**config.mk**
```make
export PLATFORM = sky130hd
export DESIGN_NAME = instr_fetch
export DESIGN_NICKNAME = d
export VERILOG_FILES = /design/src/rtl/instr_fetch_pkg.sv /design/src/rtl/fetch_watchdog.sv /design/src/rtl/instr_fetch.sv
export SDC_FILE = /design/constraint.sdc
export NUM_CORES = 1
export LEC_CHECK = 0
export ABC_AREA = 1
export CORE_UTILIZATION = 39
export DETAILED_ROUTE_END_ITERATION = 10
export GPL_TIMING_DRIVEN = 1
export PLACE_DENSITY_LB_ADDON = 0.05
export SYNTH_ARGS = -nofsm -noshare
export SYNTH_HDL_FRONTEND = slang
export SYNTH_SLANG_ARGS = --single-unit
```
**constraint.sdc**
```tcl
create_clock -name clk -period 1.5 [get_ports clk]
set_input_delay 0.375 -clock clk [delete_from_list [all_inputs] [get_ports clk]]
set_output_delay 0.375 -clock clk [all_outputs]
set_load 0.02 [all_outputs]
```
**src/rtl/instr_fetch_pkg.sv**
```systemverilog
`default_nettype none
// ============================================================================
// Module      : instr_fetch_pkg
// Description : Shared widths, fetch FSM state encodings, reset instruction
//               value and alignment helper for the instruction fetch stage.
// Revision    : 1.0 - initial release
// ============================================================================
package instr_fetch_pkg;

    localparam int ADDR_LEN = 32;
    localparam int INST_LEN = 32;

    // Value presented on inst while nothing has been fetched yet.
    localparam logic [INST_LEN-1:0] INST_RESET = '0;

    typedef enum logic [1:0] {
        IF_IDLE = 2'b00,
        IF_WAIT = 2'b01,
        IF_HOLD = 2'b10,
        IF_ERR  = 2'b11
    } if_state_e;

    // True when the address is on a 32-bit word boundary.
    function automatic logic is_word_aligned(input logic [ADDR_LEN-1:0] addr);
        return (addr[1:0] == 2'b00);
    endfunction

endpackage : instr_fetch_pkg
`default_nettype wire

```
**src/rtl/fetch_watchdog.sv**
```systemverilog
`default_nettype none
// ============================================================================
// Module      : fetch_watchdog
// Description : Counts WAIT cycles that pass without a memory acknowledge
//               and flags the cycle in which the budget of MAX_WAIT cycles
//               is exhausted. The counter saturates and never wraps.
// Ports       : clk, rst  - clock, synchronous active-high reset
//               clr       - restart the count (a new request is being set up)
//               en        - a WAIT cycle without acknowledge is in progress
//               timeout   - this is the last permitted cycle and no ack came
// Revision    : 1.0 - initial release
// ============================================================================
module fetch_watchdog #(
    parameter int MAX_WAIT = 15
) (
    input  logic clk,
    input  logic rst,
    input  logic clr,
    input  logic en,
    output logic timeout
);

    localparam int CW = $clog2(MAX_WAIT + 1);

    // The count equals the number of completed ack-less WAIT cycles, so the
    // final allowed cycle is the one that starts with MAX_WAIT-1 already seen.
    localparam logic [CW-1:0] c_last_cnt = CW'(MAX_WAIT - 1);
    localparam logic [CW-1:0] c_max_cnt  = CW'(MAX_WAIT);

    logic [CW-1:0] r_wait_cnt;

    always_ff @(posedge clk) begin
        if (rst) begin
            r_wait_cnt <= '0;
        end else if (clr) begin
            r_wait_cnt <= '0;
        end else if (en && (r_wait_cnt != c_max_cnt)) begin
            r_wait_cnt <= r_wait_cnt + 1'b1;
        end
    end

    assign timeout = en && (r_wait_cnt == c_last_cnt);

endmodule : fetch_watchdog
`default_nettype wire

```
**src/rtl/instr_fetch.sv**
```systemverilog
`default_nettype none
// ============================================================================
// Module      : instr_fetch
// Description : Instruction fetch stage. Latches the PC, runs a req/ack
//               transaction on the instruction memory port, holds the
//               fetched word toward decode with a valid/ready handshake and
//               stalls the PC until the word is consumed. Supports redirect
//               flushes and a bounded-wait watchdog that raises a sticky
//               fetch error.
// Config      : IFETCH_ALIGN_CHECK_EN - when defined, a misaligned PC sends
//               the stage to the error state without issuing a request;
//               otherwise the low two address bits are forced to zero.
// Ports       : clk, rst                 - clock, synchronous active-high reset
//               pc, flush                - PC input, redirect/flush
//               imem_req/addr/ack/rdata  - instruction memory port
//               inst, inst_pc, inst_valid, inst_ready - decode handshake
//               fetch_stall              - PC must hold while high
//               fetch_err                - sticky error (exit via rst only)
// Revision    : 1.0 - initial release
// ============================================================================
module instr_fetch
    import instr_fetch_pkg::*;
#(
    parameter int MAX_WAIT = 15
) (
    input  logic                clk,
    input  logic                rst,
    input  logic [ADDR_LEN-1:0] pc,
    input  logic                flush,
    output logic                imem_req,
    output logic [ADDR_LEN-1:0] imem_addr,
    input  logic                imem_ack,
    input  logic [INST_LEN-1:0] imem_rdata,
    output logic [INST_LEN-1:0] inst,
    output logic [ADDR_LEN-1:0] inst_pc,
    output logic                inst_valid,
    input  logic                inst_ready,
    output logic                fetch_stall,
    output logic                fetch_err
);

    if_state_e           r_state;
    logic [ADDR_LEN-1:0] r_addr_q;
    logic                r_req;
    logic                r_drop;
    logic [INST_LEN-1:0] r_inst;
    logic [ADDR_LEN-1:0] r_inst_pc;
    logic                r_inst_valid;
    logic                r_err;

    logic w_consume;
    logic w_latch;
    logic w_wd_en;
    logic w_timeout;
    logic w_pc_bad;

    // Decode takes the held word this cycle (flush overrides acceptance).
    assign w_consume = (r_state == IF_HOLD) && inst_ready && !flush;

    // The PC is sampled in IDLE and when the held word is consumed.
    assign w_latch   = (r_state == IF_IDLE) || w_consume;
    assign w_wd_en   = (r_state == IF_WAIT) && !imem_ack;

`ifdef IFETCH_ALIGN_CHECK_EN
    assign w_pc_bad  = !is_word_aligned(pc);
    assign imem_addr = r_addr_q;
`else
    assign w_pc_bad  = 1'b0;
    assign imem_addr = {r_addr_q[ADDR_LEN-1:2], 2'b00};
`endif

    fetch_watchdog #(
        .MAX_WAIT (MAX_WAIT)
    ) u_watchdog (
        .clk     (clk),
        .rst     (rst),
        .clr     (w_latch),
        .en      (w_wd_en),
        .timeout (w_timeout)
    );

    always_ff @(posedge clk) begin
        if (rst) begin
            r_state      <= IF_IDLE;
            r_addr_q     <= '0;
            r_req        <= 1'b0;
            r_drop       <= 1'b0;
            r_inst       <= INST_RESET;
            r_inst_pc    <= '0;
            r_inst_valid <= 1'b0;
            r_err        <= 1'b0;
        end else begin
            case (r_state)
                IF_IDLE: begin
                    if (w_pc_bad) begin
                        r_state <= IF_ERR;
                        r_err   <= 1'b1;
                    end else begin
                        r_addr_q <= pc;
                        r_req    <= 1'b1;
                        r_state  <= IF_WAIT;
                    end
                end

                IF_WAIT: begin
                    if (imem_ack) begin
                        r_req  <= 1'b0;
                        r_drop <= 1'b0;
                        if (r_drop || flush) begin
                            // Data belongs to a path that was redirected away.
                            r_state <= IF_IDLE;
                        end else begin
                            r_inst       <= imem_rdata;
                            r_inst_pc    <= r_addr_q;
                            r_inst_valid <= 1'b1;
                            r_state      <= IF_HOLD;
                        end
                    end else begin
                        // The request stays up until acknowledged; a flush
                        // only marks the eventual data for discard.
                        if (flush) begin
                            r_drop <= 1'b1;
                        end
                        if (w_timeout) begin
                            r_req   <= 1'b0;
                            r_err   <= 1'b1;
                            r_state <= IF_ERR;
                        end
                    end
                end

                IF_HOLD: begin
                    if (flush) begin
                        r_inst_valid <= 1'b0;
                        r_state      <= IF_IDLE;
                    end else if (inst_ready) begin
                        r_inst_valid <= 1'b0;
                        if (w_pc_bad) begin
                            r_state <= IF_ERR;
                            r_err   <= 1'b1;
                        end else begin
                            r_addr_q <= pc;
                            r_req    <= 1'b1;
                            r_state  <= IF_WAIT;
                        end
                    end
                end

                IF_ERR: begin
                    r_req        <= 1'b0;
                    r_inst_valid <= 1'b0;
                    r_err        <= 1'b1;
                end

                default: begin
                    r_state <= IF_IDLE;
                end
            endcase
        end
    end

    assign imem_req    = r_req;
    assign inst        = r_inst;
    assign inst_pc     = r_inst_pc;
    assign inst_valid  = r_inst_valid;
    assign fetch_err   = r_err;
    assign fetch_stall = !w_consume;

endmodule : instr_fetch
`default_nettype wire

```
==> results.ini <==
[power]
power_per_cell_area_nw_per_um2=1740
switchingPower_mw=4.57
seq_power_share=0.366
internal_power_mw=6.59
power.share.combinational=0.491
power.clock.fraction=0.143
power.ir.vdd_worst_v=0.000733
swShare=0.409
p_leak_nw=3.08

[drt]
dr.pass1.iters=4
vias=3923
detail_route.wl_per_cell_um=14.2
initialDrtViolationCount=158
ant_nets=0
routed_via_count_divided_by_cell_count=4.63
drt-total-wl_mm=12.1
route.detailed.drc=0

[placement]
preCtsSetupSlack_ns=-0.475
placement_cell_area_um2=5950
io_buffer_count=166
gpl_congestion=0.832
dp_hpwl_mm=7.52

[finish]
num_antenna_cells=0
multi_input_comb_area_um2=1710
n_fill_cell=1010
postLayoutCellArea_um2=6420
mostFrequentLayoutCell=sky130_fd_sc_hd__nor2_1
most-common-layout-cells=189 x sky130_fd_sc_hd__nor2_1, 104 x sky130_fd_sc_hd__dfxtp_1, 71 x sky130_fd_sc_hd__dlygate4sd2_1
area_growth_syn_to_layout_pct=48.9
seq_area_um2=2120
final_layout_size_suffix_gt1_frac=0.150
layout.nets=780

[sta]
period_minus_slack_ns=1.54
grt_setup_unrepaired=yes
skew_ns=0.0190
max_slew_vio_count=0
finalWorstSetupSlack_ns=-0.0420
timing.setup.tns_ns=-0.230
hold_viol_final=0
max_clock_freq_mhz=649
layout_worst_path_cycle_share=1.03
hold-worst-slack_ns=0.470
setup_viol_count_final=17

[grt]
grt_pass1_vias=3880
grt_start_max_net_pins=61
gr-usage-all-layers=0.207
grt_first_pass_wirelength_mm=18.7
antenna_found_initial=0
globalRouteOverflowTotal=0

[logic_synthesis]
synth_sequential_area_ratio=0.492
mappedNetlistArea_um2=4310
synth_cells=545
post_synth_num_cell_types=25
synth.ff_latch_count=106
ys_async_sr_fraction=0
synth_edf_count=0
ys.flop_type=sky130_fd_sc_hd__dfxtp_1
synth_warnings=0
post_synth.cell_area_avg_um2=7.91

[worst_hold_path]
hold-path-endpoint=inst_valid
worstHoldStart=inst_valid
hold-path-cell-count=2
hold_class=register to register

[floorplanning]
fp.coreArea_um2=10800
die_height_um=107
starting_density_of_the_core=0.399
fp.dieW_um=107
fp.dieArea_um2=11500
boundaryPins=169
core.rowCount=38

[clock_network]
tritoncts_num_sinks=106
clk_transition_reported_paths_ns=0.10
cts_hold_fix_bufs=0
clock_tree_from_tritoncts=yes
numCtsBuffers=9
clk_latency_ns=0.37
cts-root-buf=sky130_fd_sc_hd__clkbuf_8
clockBufferDepth=2
h_tree_levels=3

[setup_path]
crit_slowest_cell=sky130_fd_sc_hd__dfxtp_2
critical_path_cell_sequence=buf_6, inv_4, ha_4, nand2_4, nor2_4, buf_6, buf_12, o21ai_0, nor2_1
setup.worst_path.start_class=register
worst_r2r_startpoint=r_state[1]
path_buf_inv=4
cp_data_required_time_ns=1.80
critical_path.top_delay_family=buffers and inverters
worst-path-max-fanout=6
worst_r2r_endpoint=inst_pc[28]
worst_path_largest_cell_delay_ns=0.35
cp_data_arrival_time_ns=1.84
cpMostUsedCell=sky130_fd_sc_hd__buf_6
cp-end-kind=register
reg2regPathDepth=9
criticalPathCategory=register to register
r2r_setup_slack_ns=-0.04

[run_status]
failing_checks=setup timing
run_status=complete, but fails checks

[run]
reported_max_cap_violation_count=0

final cells by class:
cell class / count / share of cell area
Clock buffer: 9 / 0.0193
Clock inverter: 5 / 0.00624
Inverter: 18 / 0.0125
Multi-Input combinational cell: 359 / 0.266
Sequential cell: 106 / 0.331
Tap cell: 140 / 0.0273
Timing Repair Buffer: 211 / 0.338
repair_timing:
item	in CTS	in global routing
endpoints found under the setup margin	200	126
gates resized for setup	120	80
setup buffers	3	1
cloned	3	6
endpoints found under the hold margin	0	0
pin swaps	3	7
tightest hold or removal path: stages, from the launching register on:
cell                      delay [ns]
sky130_fd_sc_hd__dfxtp_1        0.33
sky130_fd_sc_hd__nand2_1        0.06
sky130_fd_sc_hd__a21oi_1        0.05
metal layers:
metal | vias up | share of wire | GRT usage
li1 | 2018 | - | -
met1 | 1771 | 0.43 | 0.241
met2 | 120 | 0.48 | 0.358
met3 | 14 | 0.072 | 0.0632
met4 | 0 | 0.019 | 0.0753
met5 | - | 0 | 0
logic make-up (layout without fill, tap and decap cells):
logic type / count (synthesis) / in the layout / share of synthesized area
fa+ha+maj: 6 / 6 / 0.0174
buf+inv: 81 / 243 / 0.141
other cells: 1 / 2 / 0.000870
flops: 106 / 106 / 0.492
simple gates: 241 / 241 / 0.219
compound gates: 110 / 110 / 0.130
sequential cells by signal, summed over array words and instances (netlist names):
| name | flops |
|---|---|
| inst | 32 |
| inst_pc | 32 |
| r_addr_q | 32 |
| u_watchdog.r_wait_cnt | 4 |
| r_state | 2 |
| fetch_err | 1 |
| imem_req | 1 |
| inst_valid | 1 |
| r_drop | 1 |
power groups by stage:
stage	combinational, mW	clock (mW)	sequential (mW)
finish	5.47	1.60	4.08
global route	5.97	1.74	4.20
CTS	4.94	1.64	4.03
detailed placement	5.19	0	4.12
global placement	5.16	0	4.09
floorplan	3.01	0	4.41
worst max-delay path by stage:
stage | startpoint | end | slack [ns] | cells past startpoint
finish | r_state[1] | inst_pc[28] | -0.04 | 9
global route | r_state[1] | inst_pc[28] | -0.13 | 9
CTS | r_state[0] | fetch_stall | -0.11 | 4
detailed placement | flush | fetch_stall | -0.48 | 4
global placement | flush | fetch_stall | -0.47 | 4
floorplan | r_state[1] | inst[0] | 0.12 | 9
cells in the mapped netlist, types with 2 or more instances:
| master | instances | area, um2 |
|---|---|---|
| sky130_fd_sc_hd__nor2_1 | 202 | 758 |
| sky130_fd_sc_hd__dfxtp_1 | 106 | 2120 |
| sky130_fd_sc_hd__o21ai_1 | 61 | 305 |
| sky130_fd_sc_hd__buf_4 | 38 | 285 |
| sky130_fd_sc_hd__o21ai_0 | 36 | 180 |
| sky130_fd_sc_hd__nand2_1 | 21 | 78.8 |
| sky130_fd_sc_hd__inv_1 | 14 | 52.6 |
| sky130_fd_sc_hd__nand3_1 | 13 | 65.1 |
| sky130_fd_sc_hd__clkbuf_1 | 11 | 41.3 |
| sky130_fd_sc_hd__a21oi_1 | 10 | 50.1 |
| sky130_fd_sc_hd__buf_12 | 7 | 140 |
| sky130_fd_sc_hd__ha_1 | 6 | 75.1 |
| sky130_fd_sc_hd__inv_2 | 4 | 15.0 |
| sky130_fd_sc_hd__clkbuf_8 | 3 | 41.3 |
| sky130_fd_sc_hd__buf_6 | 2 | 22.5 |
| sky130_fd_sc_hd__nand2_2 | 2 | 12.5 |
stage by stage:
step	cells	power (mW)	util
final	848	11.2	0.595
after CTS	841	10.6	0.569
after global routing	848	11.9	0.595
after detailed placement	821	9.31	0.551
after global placement	821	9.25	0.551
after floorplan	546	7.41	-
No activity file was read; power rests on OpenSTA's default activity.
